## config.mk

```make
export PLATFORM = sky130hd
export DESIGN_NAME = wallace_mac_accum
export DESIGN_NICKNAME = d
export VERILOG_FILES = /design/src/rtl/wallace_mac_accum.sv
export SDC_FILE = /design/constraint.sdc
export NUM_CORES = 1
export LEC_CHECK = 0
export BUFFER_PORTS_ARGS = -buffer_cell sky130_fd_sc_hd__buf_2
export CORE_MARGIN = 5
export CORE_UTILIZATION = 60
export CTS_BUF_LIST = sky130_fd_sc_hd__clkbuf_2 sky130_fd_sc_hd__clkbuf_4 sky130_fd_sc_hd__clkbuf_8
export DETAILED_ROUTE_END_ITERATION = 7
export GPL_TIMING_DRIVEN = 0
export PLACE_DENSITY_LB_ADDON = 0.15
export SLEW_MARGIN = 20
export SYNTH_ARGS = -nofsm -noshare
export SYNTH_HDL_FRONTEND = slang
export SYNTH_SLANG_ARGS = --single-unit
```

## constraint.sdc

```tcl
create_clock -name clk -period 5.25 [get_ports clk]
set_input_delay 0.525 -clock clk [delete_from_list [all_inputs] [get_ports clk]]
set_output_delay 0.525 -clock clk [all_outputs]
set_load 0.01 [all_outputs]
```

## src/rtl/wallace_mac_accum.sv

```systemverilog
// Multiply-accumulate stage around an 8x8 Wallace-tree multiplier.
// Optional WALLACE_MAC_SAT_EN: accumulator saturates instead of wrapping.
module wallace_mul8 (
  input  logic [7:0]  a,
  input  logic [7:0]  b,
  output logic [15:0] p
);
  logic [15:0] pp [8];
  logic [15:0] s0, c0, s1, c1, s2, c2;
  logic [15:0] s3, c3, s4, c4, s5, c5;

  function automatic logic [15:0] fa_s(
    input logic [15:0] x, input logic [15:0] y,
    input logic [15:0] z);
    return x ^ y ^ z;
  endfunction

  function automatic logic [15:0] fa_c(
    input logic [15:0] x, input logic [15:0] y,
    input logic [15:0] z);
    return ((x & y) | (x & z) | (y & z)) << 1;
  endfunction

  always_comb begin
    for (int i = 0; i < 8; i++)
      pp[i] = {8'h00, a & {8{b[i]}}} << i;
  end

  // 8 -> 6 -> 4 -> 3 -> 2 carry-save reduction
  always_comb begin
    s0 = fa_s(pp[0], pp[1], pp[2]);
    c0 = fa_c(pp[0], pp[1], pp[2]);
    s1 = fa_s(pp[3], pp[4], pp[5]);
    c1 = fa_c(pp[3], pp[4], pp[5]);
    s2 = fa_s(s0, c0, s1);
    c2 = fa_c(s0, c0, s1);
    s3 = fa_s(c1, pp[6], pp[7]);
    c3 = fa_c(c1, pp[6], pp[7]);
    s4 = fa_s(s2, c2, s3);
    c4 = fa_c(s2, c2, s3);
    s5 = fa_s(s4, c4, c3);
    c5 = fa_c(s4, c4, c3);
    p  = s5 + c5;
  end
endmodule

module wallace_mac_accum #(
  parameter int ACC_W = 24,
  parameter int CNT_W = 8
) (
  input  logic             clk,
  input  logic             rst,
  input  logic             in_valid,
  output logic             in_ready,
  input  logic [7:0]       in_a,
  input  logic [7:0]       in_b,
  input  logic             in_last,
  output logic             out_valid,
  input  logic             out_ready,
  output logic [ACC_W-1:0] out_acc,
  output logic [CNT_W-1:0] out_count,
  output logic             out_ovf
);
  typedef enum logic [1:0] {IDLE, ACCUM, DONE} state_t;

  state_t state_q, state_d;
  logic [7:0] a_q, a_d, b_q, b_d;
  logic pend_q, pend_d, plast_q, plast_d;
  logic [15:0] prod_q, prod_d;
  logic pv_q, pv_d, pl_q, pl_d;
  logic [ACC_W-1:0] acc_q, acc_d;
  logic [CNT_W-1:0] cnt_q, cnt_d;
  logic ovf_q, ovf_d, last_q, last_d;
  logic out_valid_q, out_valid_d;
  logic [15:0] mul_p;
  logic [ACC_W:0] sum_w;
  logic xfer, take, carry;

  wallace_mul8 u_mul (.a(a_q), .b(b_q), .p(mul_p));

  assign in_ready  = !rst && (state_q != DONE) && !last_q;
  assign out_valid = out_valid_q;
  assign out_acc   = acc_q;
  assign out_count = cnt_q;
  assign out_ovf   = ovf_q;

  assign xfer  = in_valid && in_ready;
  assign take  = out_valid_q && out_ready;
  assign sum_w = {1'b0, acc_q} + {{(ACC_W-15){1'b0}}, prod_q};
  assign carry = sum_w[ACC_W];

  always_comb begin
    state_d     = state_q;
    a_d         = a_q;
    b_d         = b_q;
    plast_d     = plast_q;
    pend_d      = xfer;
    last_d      = last_q;
    prod_d      = mul_p;
    pv_d        = pend_q;
    pl_d        = plast_q;
    acc_d       = acc_q;
    cnt_d       = cnt_q;
    ovf_d       = ovf_q;
    out_valid_d = out_valid_q;

    if (xfer) begin
      a_d     = in_a;
      b_d     = in_b;
      plast_d = in_last;
      last_d  = last_q | in_last;
    end

    if (pv_q) begin
`ifdef WALLACE_MAC_SAT_EN
      acc_d = carry ? '1 : sum_w[ACC_W-1:0];
`else
      acc_d = sum_w[ACC_W-1:0];
`endif
      ovf_d = ovf_q | carry;
      if (cnt_q != '1)
        cnt_d = cnt_q + 1'b1;
    end

    unique case (state_q)
      IDLE: begin
        if (xfer)
          state_d = ACCUM;
      end
      ACCUM: begin
        if (pv_q && pl_q) begin
          state_d     = DONE;
          out_valid_d = 1'b1;
        end
      end
      DONE: begin
        if (take) begin
          state_d     = IDLE;
          out_valid_d = 1'b0;
          acc_d       = '0;
          cnt_d       = '0;
          ovf_d       = 1'b0;
          last_d      = 1'b0;
        end
      end
      default: state_d = IDLE;
    endcase
  end

  always_ff @(posedge clk) begin
    if (rst) begin
      state_q     <= IDLE;
      a_q         <= '0;
      b_q         <= '0;
      pend_q      <= 1'b0;
      plast_q     <= 1'b0;
      last_q      <= 1'b0;
      prod_q      <= '0;
      pv_q        <= 1'b0;
      pl_q        <= 1'b0;
      acc_q       <= '0;
      cnt_q       <= '0;
      ovf_q       <= 1'b0;
      out_valid_q <= 1'b0;
    end else begin
      state_q     <= state_d;
      a_q         <= a_d;
      b_q         <= b_d;
      pend_q      <= pend_d;
      plast_q     <= plast_d;
      last_q      <= last_d;
      prod_q      <= prod_d;
      pv_q        <= pv_d;
      pl_q        <= pl_d;
      acc_q       <= acc_d;
      cnt_q       <= cnt_d;
      ovf_q       <= ovf_d;
      out_valid_q <= out_valid_d;
    end
  end
endmodule

```

# --- Word-level counts from Yosys, hierarchy flattened ---
# Cells that the tools add are included.
totals:
  register_bits: 73
  inputBits: 21
  out_inout_bits: 35
  elab_cells: 106
op_classes:
  n_addsub: 3
  eq_ne: 7
  mux: 20
  bitwise: 52
  reduce_logical: 11
op_table:
  columns: ["cell", "count"]
  rows:
  - ["$and A15 B15 Y15", 10]
  - ["$or A15 B15 Y15", 10]
  - ["$xor A16 B16 Y16", 5]
  - ["$mux W24", 3]
  - ["$and A8 B8 Y8", 8]
  - ["$mux W8", 4]
  - ["$add A24 B16 Y25", 1]
  - ["$add A16 B16 Y16", 1]
  - ["$xor A16 B13 Y16", 1]
  - ["$xor A16 B14 Y16", 1]
  - ["$xor A16 B15 Y16", 1]
  - ["$and A14 B15 Y15", 1]
  - ["$and A15 B14 Y15", 1]
  - ["$or A15 B10 Y15", 1]
  - ["$or A15 B13 Y15", 1]
  - ["$and A11 B13 Y13", 1]
  - ["$and A12 B13 Y13", 1]
  - ["$xor A12 B13 Y13", 1]
  - ["$and A11 B12 Y12", 1]
  - ["$xor A11 B12 Y12", 1]
  - ["$and A8 B10 Y10", 1]
  - ["$and A9 B10 Y10", 1]
  - ["$xor A9 B10 Y10", 1]
  - ["$and A8 B9 Y9", 1]
  - ["16 further kinds", 35]

# --- Longest topological paths before layout ---
depth:
  depth_word: 14
  ltp_mapped: 17
  ltp_nobuf: 16

# --- Hierarchy ---
# From an unflattened synthesis, not the netlist that was laid out.
unflattened:
  hier_cells: 582
  hier_area_um2: 5175.0
by_module_without_submodules:
  columns: ["module", "instances", "cells_per_inst", "area_per_inst_um2", "seq_area_each_um2"]
  rows:
  - ["wallace_mac_accum", 1, 380, 3333.2, 1461.4]
  - ["wallace_mul8", 1, 202, 1841.8, 0.0]

# --- Worst setup path after synthesis ---
# OpenSTA, ideal clock, no wires.
synth_timing:
  path_kind: "flip-flop to flip-flop"
  start: "register a_q[5]"
  end: "register prod_q[15]"
  setup_time_ns: 0.128
  arrival_ns: 4.057
  required_ns: 5.122
  setup_slack_ns: 1.065
  path_stages_with_launch: 17
  n_path_buf: 1
  synth_period_minus_slack_ns: 4.185
  cell_sequence: "dfxtp_1 clkbuf_1 nand2_1 fa_1 fa_1 inv_1 fa_1 ha_1 ha_1 fa_1 a21o_1 a21o_1 nand2_1 a21oi_1 o41ai_1 xor2_1 nor2_1"
synth_via:
  elab_chain_cells: 14
  word_cells_on_any_way: 51
  classes_between: "add/sub (1); bitwise (50)"
synth_rtl:
  columns: ["element", "line_no", "text"]
  rows:
  - ["from (decl)", "67", "logic [7:0] a_q, a_d, b_q, b_d;"]
  - ["from (signal assigned)", "153", "a_q <= '0;"]
  - ["from (signal assigned)", "167", "a_q <= a_d;"]
  - ["$and A8 B8 Y8", "26", "pp[i] = {8'h00, a & {8{b[i]}}} << i;"]
  - ["$and A8 B9 Y9 / $and A8 B10 Y10 (equally long branches)", "21", "return ((x & y) | (x & z) | (y & z)) << 1;"]
  - ["$or A15 B15 Y15", "21", null]
  - ["$or A15 B10 Y15", "21", null]
  - ["$and A15 B15 Y15", "21", null]
  - ["$or A15 B15 Y15 (2 in a row)", "21", null]
  - ["$and A15 B15 Y15", "21", null]
  - ["$or A15 B15 Y15 (2 in a row)", "21", null]
  - ["$and A15 B15 Y15", "21", null]
  - ["$or A15 B15 Y15 (2 in a row)", "21", null]
  - ["$add A16 B16 Y16 (*)", "43", "p = s5 + c5;"]
  - ["to (signal assigned)", "172", "prod_q <= prod_d;"]
  - ["to (decl)", "69", "logic [15:0] prod_q, prod_d;"]
# Mark *: on every way between the ends. The rest lies on a longest branch, timed or not.
# A chain may end at the register's enable or synchronous reset.

# --- Worst setup path after layout ---
# Ends and elaborated chain as after synthesis.

==> run metrics <==
status finished clean; critical path required time between 5 and 6 ns; Slew Limit Fails 0; P_int roughly 0.0009 W; Clock Power Share 37.0%; drt via density between 5 and 6; unrepaired setup endpoints after global routing false; Routed WL per cell 14.2 microns; CTS tree built; Hold Crit Class input pin to flop; switching part of the total 28.2%; number of gates resized after CTS 0; area grow syn2layout 11.9%; crit path time final 4.60 ns; sequential area share after synthesis 28.4%; DRC 0; Clock Skew roughly 0.017 ns; Critical Path Fanout Max 9; Antenna Violating Nets Remaining 0; Hold Path Stages 3; Worst Path Arrival approximately 4.8 ns; post-synthesis async set-or-reset flop share 0%; share of cells above drive strength 1 12.2%; I/O pins 56; Logic pwr share 14.8%; final RePlAce weighted congestion 0.867; first-pass detailed-route iteration total 4; GRT Total Usage 22.0%; initial antenna violation count 0; Clk Tree Root Cell clkbuf_8; fillcell total 646; final wirelength 10,800 microns; pwr/cell area 216 mW/mm^2; placement row count 33; Leak 2.73 nW; half-perimeter wire length after detailed placement about 8600 microns; CTS H-Tree Depth 3; port buffer count 55; TritonCTS Buffers 9; fin crit share about 88%; Clock Sinks 73; Via Count 4,167; pin count of the biggest net entering global routing 14; Main synth FF type dfxtp_1; Psw ~0.00035 W; actual slew at the worst max-slew pin 0.656 ns; drt initial violations 110; WS Path Type flop to flop; Die H between 100 and 150 microns; clk slew on worst S/H paths 0.08 ns; diode count 0; Core Util, Final 69.4%; Critical Path Source Type flop; core area ~0.0083 sq mm; Starting Density about three fifths; NumNets Final 754; global-route wire length before repair 18,400 microns; Unique masters post-synth 46; Mapped Area ~0.0051 sq mm; post-synthesis cell count around 590; fmax around 220 MHz; Peak VDD IR between 0.0001 and 0.00015 V; die area 0.0105 sq mm; most frequent cells in the layout 73 x dfxtp_1, 69 x nand2_1, 55 x nor2_1, 55 x buf_2; Yosys warning count 0; worst-case reg-to-reg path depth 16; EDFF count, synth 0; part of the power in registers 48.2%; Synth area leaders dfxtp_1 28%, fa_1 16%, ha_1 10%; Yosys top cell area share between 20% and 30%; post-CTS setup buffer count 0; commonest non-fill, non-tap cell in the layout dfxtp_1; Clock Latency Late Sink 0.35 ns; Syn Area/Cell between 8 and 9 sq um; total of max-cap violations 0; Yosys top cell by area dfxtp_1; Max-slew headroom 56.3%; Synth Register Bits 73; # hold bufs at CTS 0; count of final setup violators 0; Final Hold Viols 0; CP Capture Type flop; die width 103 microns; vias in the first global route 4,092; remaining global-route overflow 0; Max Buffers Root-to-Sink 2; Mapped Nets 688; Sum Neg Setup Slack 0 ns
[area by class of cell]
type	instances	area [sq um]	area share [%]
multi-input cells	447	3440	59.7
flip-flops and latches	73	1460	25.4
repair buffers	55	275	4.78
inverters	46	173	3.00
clock buffers	11	145	2.52
well taps	105	131	2.28
plain buffers	19	71.3	1.24
clock inverters	5	62.6	1.09
[metal layers]
metal	routed length [microns]	GRT usage, %	vias to the layer above
li1	-	-	2072
met1	4780	26.9	2001
met2	5410	39.8	79
met3	482	3.52	15
met4	131	6.36	0
met5	0	0	-
[power by group through the flow]
| stage | Clock [W] | Sequential [W] | Combinational (W) |
|---|---|---|---|
| 2_1_floorplan | 0 | 0.000605 | 0.000139 |
| 3_3_place_gp | 0 | 0.000612 | 0.000176 |
| 6_report | 0.000460 | 0.000600 | 0.000184 |
| 4_1_cts | 0.000469 | 0.000600 | 0.000186 |
| 3_5_place_dp | 0 | 0.000613 | 0.000185 |
| 5_1_grt | 0.000489 | 0.000604 | 0.000213 |
[sequential cells by signal, summed over array words and instances (netlist names)]
| name | flops |
|---|---|
| prod_q | 16 |
| out_ovf | 1 |
| out_valid | 1 |
| out_count | 8 |
| a_q | 8 |
| state_q | 2 |
| last_q | 1 |
| pl_d | 1 |
| pend_q | 1 |
| pl_q | 1 |
| pv_q | 1 |
| b_q | 8 |
| out_acc | 24 |
[cell usage after synthesis (3+ instances only)]
| library cell | number |
|---|---|
| a211oi_1 | 5 |
| a21o_1 | 12 |
| a21oi_1 | 28 |
| a31oi_1 | 7 |
| and2_1 | 46 |
| and3_1 | 5 |
| clkbuf_1 | 19 |
| dfxtp_1 | 73 |
| fa_1 | 40 |
| ha_1 | 42 |
| inv_1 | 46 |
| mux2i_1 | 10 |
| nand2_1 | 69 |
| nand2b_1 | 3 |
| nand3_1 | 10 |
| nand3b_1 | 14 |
| nand4_1 | 7 |
| nor2_1 | 55 |
| nor2b_1 | 12 |
| nor3_1 | 8 |
| nor3b_1 | 3 |
| o211ai_1 | 3 |
| o21ai_0 | 11 |
| xnor2_1 | 17 |
| xor2_1 | 10 |
[worst paths after layout]
| kind | from | to | slack, ns |
|---|---|---|---|
| worst min-delay path | in_b[2] | b_q[2]$_SDFFE_PP0P_ | 0.35 |
| worst min register to register | pend_q$_SDFF_PP0_ | pv_q$_SDFF_PP0_ | 0.45 |
| worst max register to register | a_q[5]$_SDFFE_PP0P_ | prod_q[15]$_SDFF_PP0_ | 0.65 |
| worst max-delay path | a_q[5]$_SDFFE_PP0P_ | prod_q[15]$_SDFF_PP0_ | 0.65 |
[worst max-delay path, cell delays in order (launching register included)]
cell,delay [ns]
dfxtp_1,0.31
clkbuf_1,0.33
nand2_1,0.14
fa_1,0.52
fa_1,0.55
inv_1,0.05
fa_1,0.47
ha_1,0.31
ha_1,0.21
fa_1,0.41
a21o_1,0.20
a21o_1,0.20
nand2_1,0.09
a21oi_1,0.10
o41ai_1,0.34
xor2_1,0.19
nor2_1,0.05
[per-stage QoR]
| step | cell area [sq um] | total power [W] | hold slack, ns | setup slack (ns) | cells |
|---|---|---|---|---|---|
| floorplan | 5140 | 0.000744 | 0.414 | 1.07 | 585 |
| global placement | 5550 | 0.000789 | 0.438 | 0.768 | 745 |
| detailed placement | 5550 | 0.000798 | 0.435 | 0.700 | 745 |
| CTS | 5760 | 0.00126 | 0.338 | 0.654 | 761 |
| global route | 5760 | 0.00131 | 0.353 | 0.318 | 761 |
| finish | 5760 | 0.00124 | 0.351 | 0.653 | 761 |
[logic make-up after synthesis]
| logic type | synth area share [%] |
|---|---|
| and+or+nand+nor | 23.9 |
| AOI/OAI and AO/OA | 10.4 |
| adders and majority gates | 25.8 |
| DFF | 28.4 |
| buffers and inverters | 4.75 |
| xor gates and xnor gates | 4.60 |
| muxes | 2.17 |
No activity file was read; power rests on OpenSTA's default activity.
